## config.mk

```make
export PLATFORM = sky130hd
export DESIGN_NAME = conv_mac
export DESIGN_NICKNAME = d
export VERILOG_FILES = /design/src/rtl/conv_mac.sv
export SDC_FILE = /design/constraint.sdc
export NUM_CORES = 1
export LEC_CHECK = 0
export BUFFER_PORTS_ARGS = -buffer_cell sky130_fd_sc_hd__buf_2
export CORE_ASPECT_RATIO = 0.5
export CORE_MARGIN = 5
export CORE_UTILIZATION = 50
export CTS_BUF_LIST = sky130_fd_sc_hd__clkbuf_4
export CTS_CLUSTER_DIAMETER = 150
export CTS_CLUSTER_SIZE = 16
export DETAILED_ROUTE_END_ITERATION = 7
export HOLD_SLACK_MARGIN = 0.12
export PLACE_DENSITY = 0.68
export SETUP_SLACK_MARGIN = 0.15
export SLEW_MARGIN = 20
export SYNTH_ARGS = -nofsm -noshare
export SYNTH_HDL_FRONTEND = slang
export SYNTH_SLANG_ARGS = --single-unit
```

## constraint.sdc

```tcl
create_clock -name clk -period 4.8 [get_ports clk]
set_clock_uncertainty 0.2 [all_clocks]
set_input_delay 0 -clock clk [delete_from_list [all_inputs] [get_ports clk]]
set_output_delay 0 -clock clk [all_outputs]
set_load 0.02 [all_outputs]
```

## src/rtl/conv_mac.sv

```systemverilog
// conv_mac: pipelined signed multiply-accumulate over KSIZE*KSIZE windows with saturated, tagged output
module conv_mac #(
  parameter int DATA_W = 8,
  parameter int ACC_W  = 20,
  parameter int KSIZE  = 3,
  parameter int OUT_W  = 8,
  parameter int RELU   = 0
) (
  input  logic                     clk,
  input  logic                     reset,
  input  logic                     en_sum,
  input  logic signed [DATA_W-1:0] pixel,
  input  logic signed [DATA_W-1:0] weight,
  input  logic [7:0]               out_idx,
  input  logic                     finish,
  output logic                     out_valid,
  output logic signed [OUT_W-1:0]  out_data,
  output logic [7:0]               out_addr,
  output logic                     sat,
  output logic                     done,
  output logic                     err
);
  localparam int K2 = KSIZE * KSIZE;
  localparam int CW = $clog2(K2 + 1);
  localparam int PW = 2 * DATA_W;
  localparam logic [CW-1:0] LAST = CW'(K2 - 1);
  localparam logic signed [ACC_W-1:0] SMAX = {{(ACC_W-OUT_W+1){1'b0}}, {(OUT_W-1){1'b1}}};
  localparam logic signed [ACC_W-1:0] SMIN = ~SMAX;
  typedef enum logic [1:0] {IDLE, ACCUM, FLUSH, DONE} state_t;
  state_t state_q, state_d;
  logic fcnt_q, fcnt_d, err_q, err_d;
  logic [CW-1:0] cnt_q, cnt_d;
  logic signed [PW-1:0] prod_q, prod_d;
  logic prod_v_q, prod_v_d, first_q, first_d, last_q, last_d;
  logic [7:0] idx_q, idx_d, out_addr_q, out_addr_d;
  logic signed [ACC_W-1:0] acc_q, acc_d, prod_x, s, r;
  logic signed [OUT_W-1:0] out_data_q, out_data_d;
  logic out_valid_q, out_valid_d, sat_q, sat_d;
  logic live, take, fin, hi, lo, emit;
  // control FSM, element counter and stage-1 product capture; en_sum/finish only count while IDLE/ACCUM
  always_comb begin
    live     = state_q == IDLE || state_q == ACCUM;
    take     = en_sum && live;
    fin      = finish && live;
    cnt_d    = take ? (cnt_q == LAST ? '0 : cnt_q + 1'b1) : cnt_q;
    state_d  = fin ? FLUSH :
               (state_q == IDLE && take) ? ACCUM :
               (state_q == FLUSH && fcnt_q) ? DONE : state_q;
    fcnt_d   = state_q == FLUSH && !fcnt_q;
    err_d    = err_q | (fin && cnt_d != '0);
    prod_d   = pixel * weight;
    prod_v_d = take;
    first_d  = cnt_q == '0;
    last_d   = cnt_q == LAST;
    idx_d    = out_idx;
  end
  // stage-2 accumulate; the first element of a window reloads so back-to-back windows need no bubble
  always_comb begin
    prod_x      = {{(ACC_W-PW){prod_q[PW-1]}}, prod_q};
    s           = (first_q ? {ACC_W{1'b0}} : acc_q) + prod_x;
    acc_d       = prod_v_q ? s : acc_q;
    r           = (RELU != 0 && s < 0) ? {ACC_W{1'b0}} : s;
    hi          = r > SMAX;
    lo          = r < SMIN;
    emit        = prod_v_q && last_q;
    out_valid_d = emit;
    out_data_d  = emit ? (hi ? SMAX[OUT_W-1:0] : lo ? SMIN[OUT_W-1:0] : r[OUT_W-1:0]) : out_data_q;
    sat_d       = emit ? (hi | lo) : sat_q;
    out_addr_d  = emit ? idx_q : out_addr_q;
  end
  // state registers, cleared asynchronously by the active-low reset
  always_ff @(posedge clk or negedge reset) begin
    if (!reset) begin
      state_q     <= IDLE;
      fcnt_q      <= 1'b0;
      err_q       <= 1'b0;
      cnt_q       <= '0;
      prod_q      <= '0;
      prod_v_q    <= 1'b0;
      first_q     <= 1'b0;
      last_q      <= 1'b0;
      idx_q       <= '0;
      acc_q       <= '0;
      out_valid_q <= 1'b0;
      out_data_q  <= '0;
      out_addr_q  <= '0;
      sat_q       <= 1'b0;
    end else begin
      state_q     <= state_d;
      fcnt_q      <= fcnt_d;
      err_q       <= err_d;
      cnt_q       <= cnt_d;
      prod_q      <= prod_d;
      prod_v_q    <= prod_v_d;
      first_q     <= first_d;
      last_q      <= last_d;
      idx_q       <= idx_d;
      acc_q       <= acc_d;
      out_valid_q <= out_valid_d;
      out_data_q  <= out_data_d;
      out_addr_q  <= out_addr_d;
      sat_q       <= sat_d;
    end
  end
  assign out_valid = out_valid_q;
  assign out_data  = out_data_q;
  assign out_addr  = out_addr_q;
  assign sat       = sat_q;
  assign done      = state_q == DONE;
  assign err       = err_q;
endmodule

```

==> flow_metrics.py <==
metrics = {
    "status": {
        "status": "finished, final reports clean",
    },
    "cts": {
        "clock_latency_ns": 0.42,
        "ctsLongestPathBuffers": 2,
        "clk_pin_slew_ns": 0.12,
        "post_cts_buffers": 0,
        "root_buffer": "clkbuf_4",
        "cts.sink_count": 73,
        "htree_levels": 3,
        "cts_tree": "yes",
        "numCtsBuffers": 9,
    },
    "global_routing": {
        "grt_start_max_net_pins": 74,
        "grt.total_usage_pct": 17.46,
        "antenna_found_initial": 0,
        "grt_pass1_vias": 4489,
        "grt-ovfl-total": 0,
        "grt_pass1_wl_mm": 21.23,
    },
    "finish": {
        "antenna_cells": 0,
        "fin_nets": 839,
        "num-fill-cells": 1075,
        "layout-drive-gt1-share_pct": 15.35,
        "stdcell_area_um2": 7108,
        "area_growth_pct": 14.56,
    },
    "pwr": {
        "power_frac_comb_pct": 68.8,
        "clkPwrFrac_pct": 11.0,
        "p_per_area_nw_per_um2": 582.7,
        "max-vdd-ir-drop_mv": 0.2781,
        "switching_power_mw": 1.940,
        "seq_power_share_pct": 20.2,
        "p_sw_share_pct": 46.83,
        "internal_power_mw": 2.202,
        "power_leakage_nw": 3.550,
        "p_total_mw": 4.142,
    },
    "timing": {
        "holdWs_ns": 0.1692,
        "finalWorstSetupSlack_ns": 0.3858,
        "final-setup-viol-count": 0,
        "grt_setup_unrepaired": "false",
        "slew_headroom_pct": 61.80,
        "period_minus_slack_ns": 4.414,
        "fmax_ghz": 0.2265,
        "period_share_pct": 91.96,
        "drv_slew": 0,
        "worstMarginPinSlew_ns": 0.5695,
        "hold_viol_final": 0,
        "setup_tns_ns": 0,
    },
    "flow_run": {
        "max-cap-violations": 0,
    },
    "detailed_routing": {
        "drcViolationCount": 0,
        "num_vias": 4397,
        "ant_nets": 0,
        "viasPerCell": 5.025,
        "drt-initial-drc-count": 222,
        "first_pass_iters": 4,
        "wl_per_cell_um": 13.81,
        "drt_wl_total_mm": 12.08,
    },
    "placed_design": {
        "dp_hpwl_mm": 9.226,
        "routabilityCongestion": 0.8768,
        "port-buffer-count": 47,
        "pre_cts_slack_ns": 0.2642,
        "placed_area_um2": 6621,
    },
    "critical_path": {
        "path_delay_family": "adder cells",
        "crit_arrival_ns": 4.56,
        "end_kind": "flip-flop",
        "crit_required_ns": 4.94,
        "cpMaxStageDelayCell": "fa_1",
        "cp.buffers_inverters": 5,
        "crit_type": "input port to flip-flop",
        "cp_max_fo": 8,
        "path_cells": "dlygate4sd3_1 > buf_2 > nand2b_1 > fa_1 > fa_1 > inv_1 > fa_1 > inv_1 > fa_1 > inv_1 > ha_1 > a21oi_2 > o21bai_1 > a21oi_2 > o21bai_1 > a21oi_2 > o21ai_0 > a21oi_1 > xnor2_1",
        "r2r_slack_ns": 0.95,
        "cpMostUsedCell": "fa_1",
        "critPathMaxStageDelay_ns": 0.56,
        "setup.worst_path.start_class": "input port",
    },
    "floorplan": {
        "die_area_um2": 14870,
        "ios": 48,
        "initial_utilization_pct": 51.79,
        "core_area_um2": 11980,
        "die_x_um": 167.5,
        "rows": 28,
        "die_h_um": 88.77,
    },
    "yosys": {
        "syn_inst": 625,
        "synthArstFlopShare_pct": 100.0,
        "netlist_area_um2": 6205,
        "synth_seq_cells": 73,
        "yosysMostFrequentCell": "inv_1",
        "synth_fp_nets": 759,
        "synth_top_cells_by_count": "inv_1 (96), dfrtp_1 (73), nand2_1 (59)",
        "synthTopCellsByArea": "dfrtp_1 (29%), fa_1 (18%), ha_1 (10%)",
        "avgSynthCellArea_um2": 9.928,
        "yosysSeqAreaShare_pct": 29.44,
        "synth_cell_type_count": 59,
        "synth.top_cell.area_share_pct": 29.44,
        "yosys.area.top_type": "dfrtp_1",
        "yosys_warnings": 0,
        "synthFlopType": "dfrtp_1",
        "synth_edf_count": 0,
    },
    "min_path": {
        "worst_hold_path_type": "input port to flip-flop",
    },
}
repair_timing:
action / in CTS / in global routing
hold buffers: 29 / 0
hold endpoints to repair: 93 / 0
endpoints found under the setup margin: 0 / 1
gates resized for setup: 0 / 3
sequential cells by signal, summed over array words and instances, names as in the netlist, 2 cells and up:
| name | count |
|---|---|
| state_q | 2 |
| idx_q | 8 |
| cnt_q | 4 |
| out_addr | 8 |
| acc_q | 20 |
| out_data | 8 |
| prod_q | 16 |
worst register-to-register path, cell delays in order, from the launching register on:
cell and delay, ns:
dfrtp_1 0.54, nor2b_1 0.09, ha_1 0.24, fa_1 0.42, a21o_1 0.24, a221oi_2 0.40, o21bai_1 0.15, xor2_1 0.27
and3_1 0.20, nand4_1 0.14, o41ai_4 0.57, nand2_1 0.13, a21oi_1 0.18
final timing paths:
kind | from | cells after the start | to
min in group asynchronous | reset | 4 | acc_q[3]
max in group asynchronous | reset | 4 | acc_q[14]
worst min register to register | fcnt_q | 1 | fcnt_q
worst max-delay path | pixel[0] | 19 | prod_q[14]
worst max register to register | first_q | 12 | out_data[6]
worst min-delay path | weight[1] | 5 | prod_q[2]
area by class of cell:
type                            instances  area (µm²)  area share (%)
Multi-Input combinational cell        446        3983           56.03
Sequential cell                        73        1827           25.70
Timing Repair Buffer                   78       560.5           7.886
Inverter                               97       364.1           5.122
Tap cell                              165       206.4           2.904
Clock inverter                          7       100.1           1.408
Clock buffer                            9       67.56          0.9505
through the flow:
step	instances	utilization, %
final	875	59.33
after global routing	875	59.33
after CTS	875	59.23
after detailed placement	830	55.26
after global placement	830	55.26
after floorplan	625	-
power by group through the flow:
| stage | clock (mW) | sequential [mW] | combinational (mW) |
|---|---|---|---|
| finish | 0.454 | 0.839 | 2.85 |
| CTS | 0.468 | 0.840 | 2.84 |
| detailed placement | 0 | 0.852 | 2.80 |
| floorplan | 0 | 0.830 | 2.30 |
| global route | 0.498 | 0.858 | 3.22 |
| global placement | 0 | 0.848 | 2.75 |
logic make-up after synthesis:
| family | after synthesis | share of synthesized area, % |
|---|---|---|
| xor+xnor | 32 | 4.517 |
| fa+ha+maj | 106 | 28.15 |
| mux | 22 | 3.932 |
| simple gates | 195 | 16.72 |
| compound gates | 91 | 10.69 |
| flops | 73 | 29.44 |
| buf+inv | 106 | 6.554 |
placed cells by master (no fill, tap or decap), types with 4 or more instances in the layout:
cell type,synthesis,layout
inv_1,96,96
dfrtp_1,73,73
nand2_1,59,59
fa_1,56,56
ha_1,50,50
and2_1,49,49
buf_2,1,46
a21oi_1,35,32
dlygate4sd3_1,0,28
nor2b_1,26,26
xnor2_1,24,24
nor2_1,23,23
mux2_2,19,19
o21ai_0,11,11
clkbuf_4,0,9
o21bai_1,8,8
xor2_1,8,8
a21o_1,7,7
nand2b_1,6,6
nor3_1,5,5
nand3_1,5,5
a21oi_2,1,4
metal layers:
| layer | global-route usage, % | wire length, µm | vias up |
|---|---|---|---|
| met5 | 0 | 0 | - |
| met4 | 3.829 | 48 | 0 |
| li1 | - | - | 2188 |
| met1 | 25.26 | 6382 | 2129 |
| met2 | 28.46 | 5223 | 78 |
| met3 | 2.499 | 427 | 2 |
Note: power is estimated with default switching activity, not from simulation.
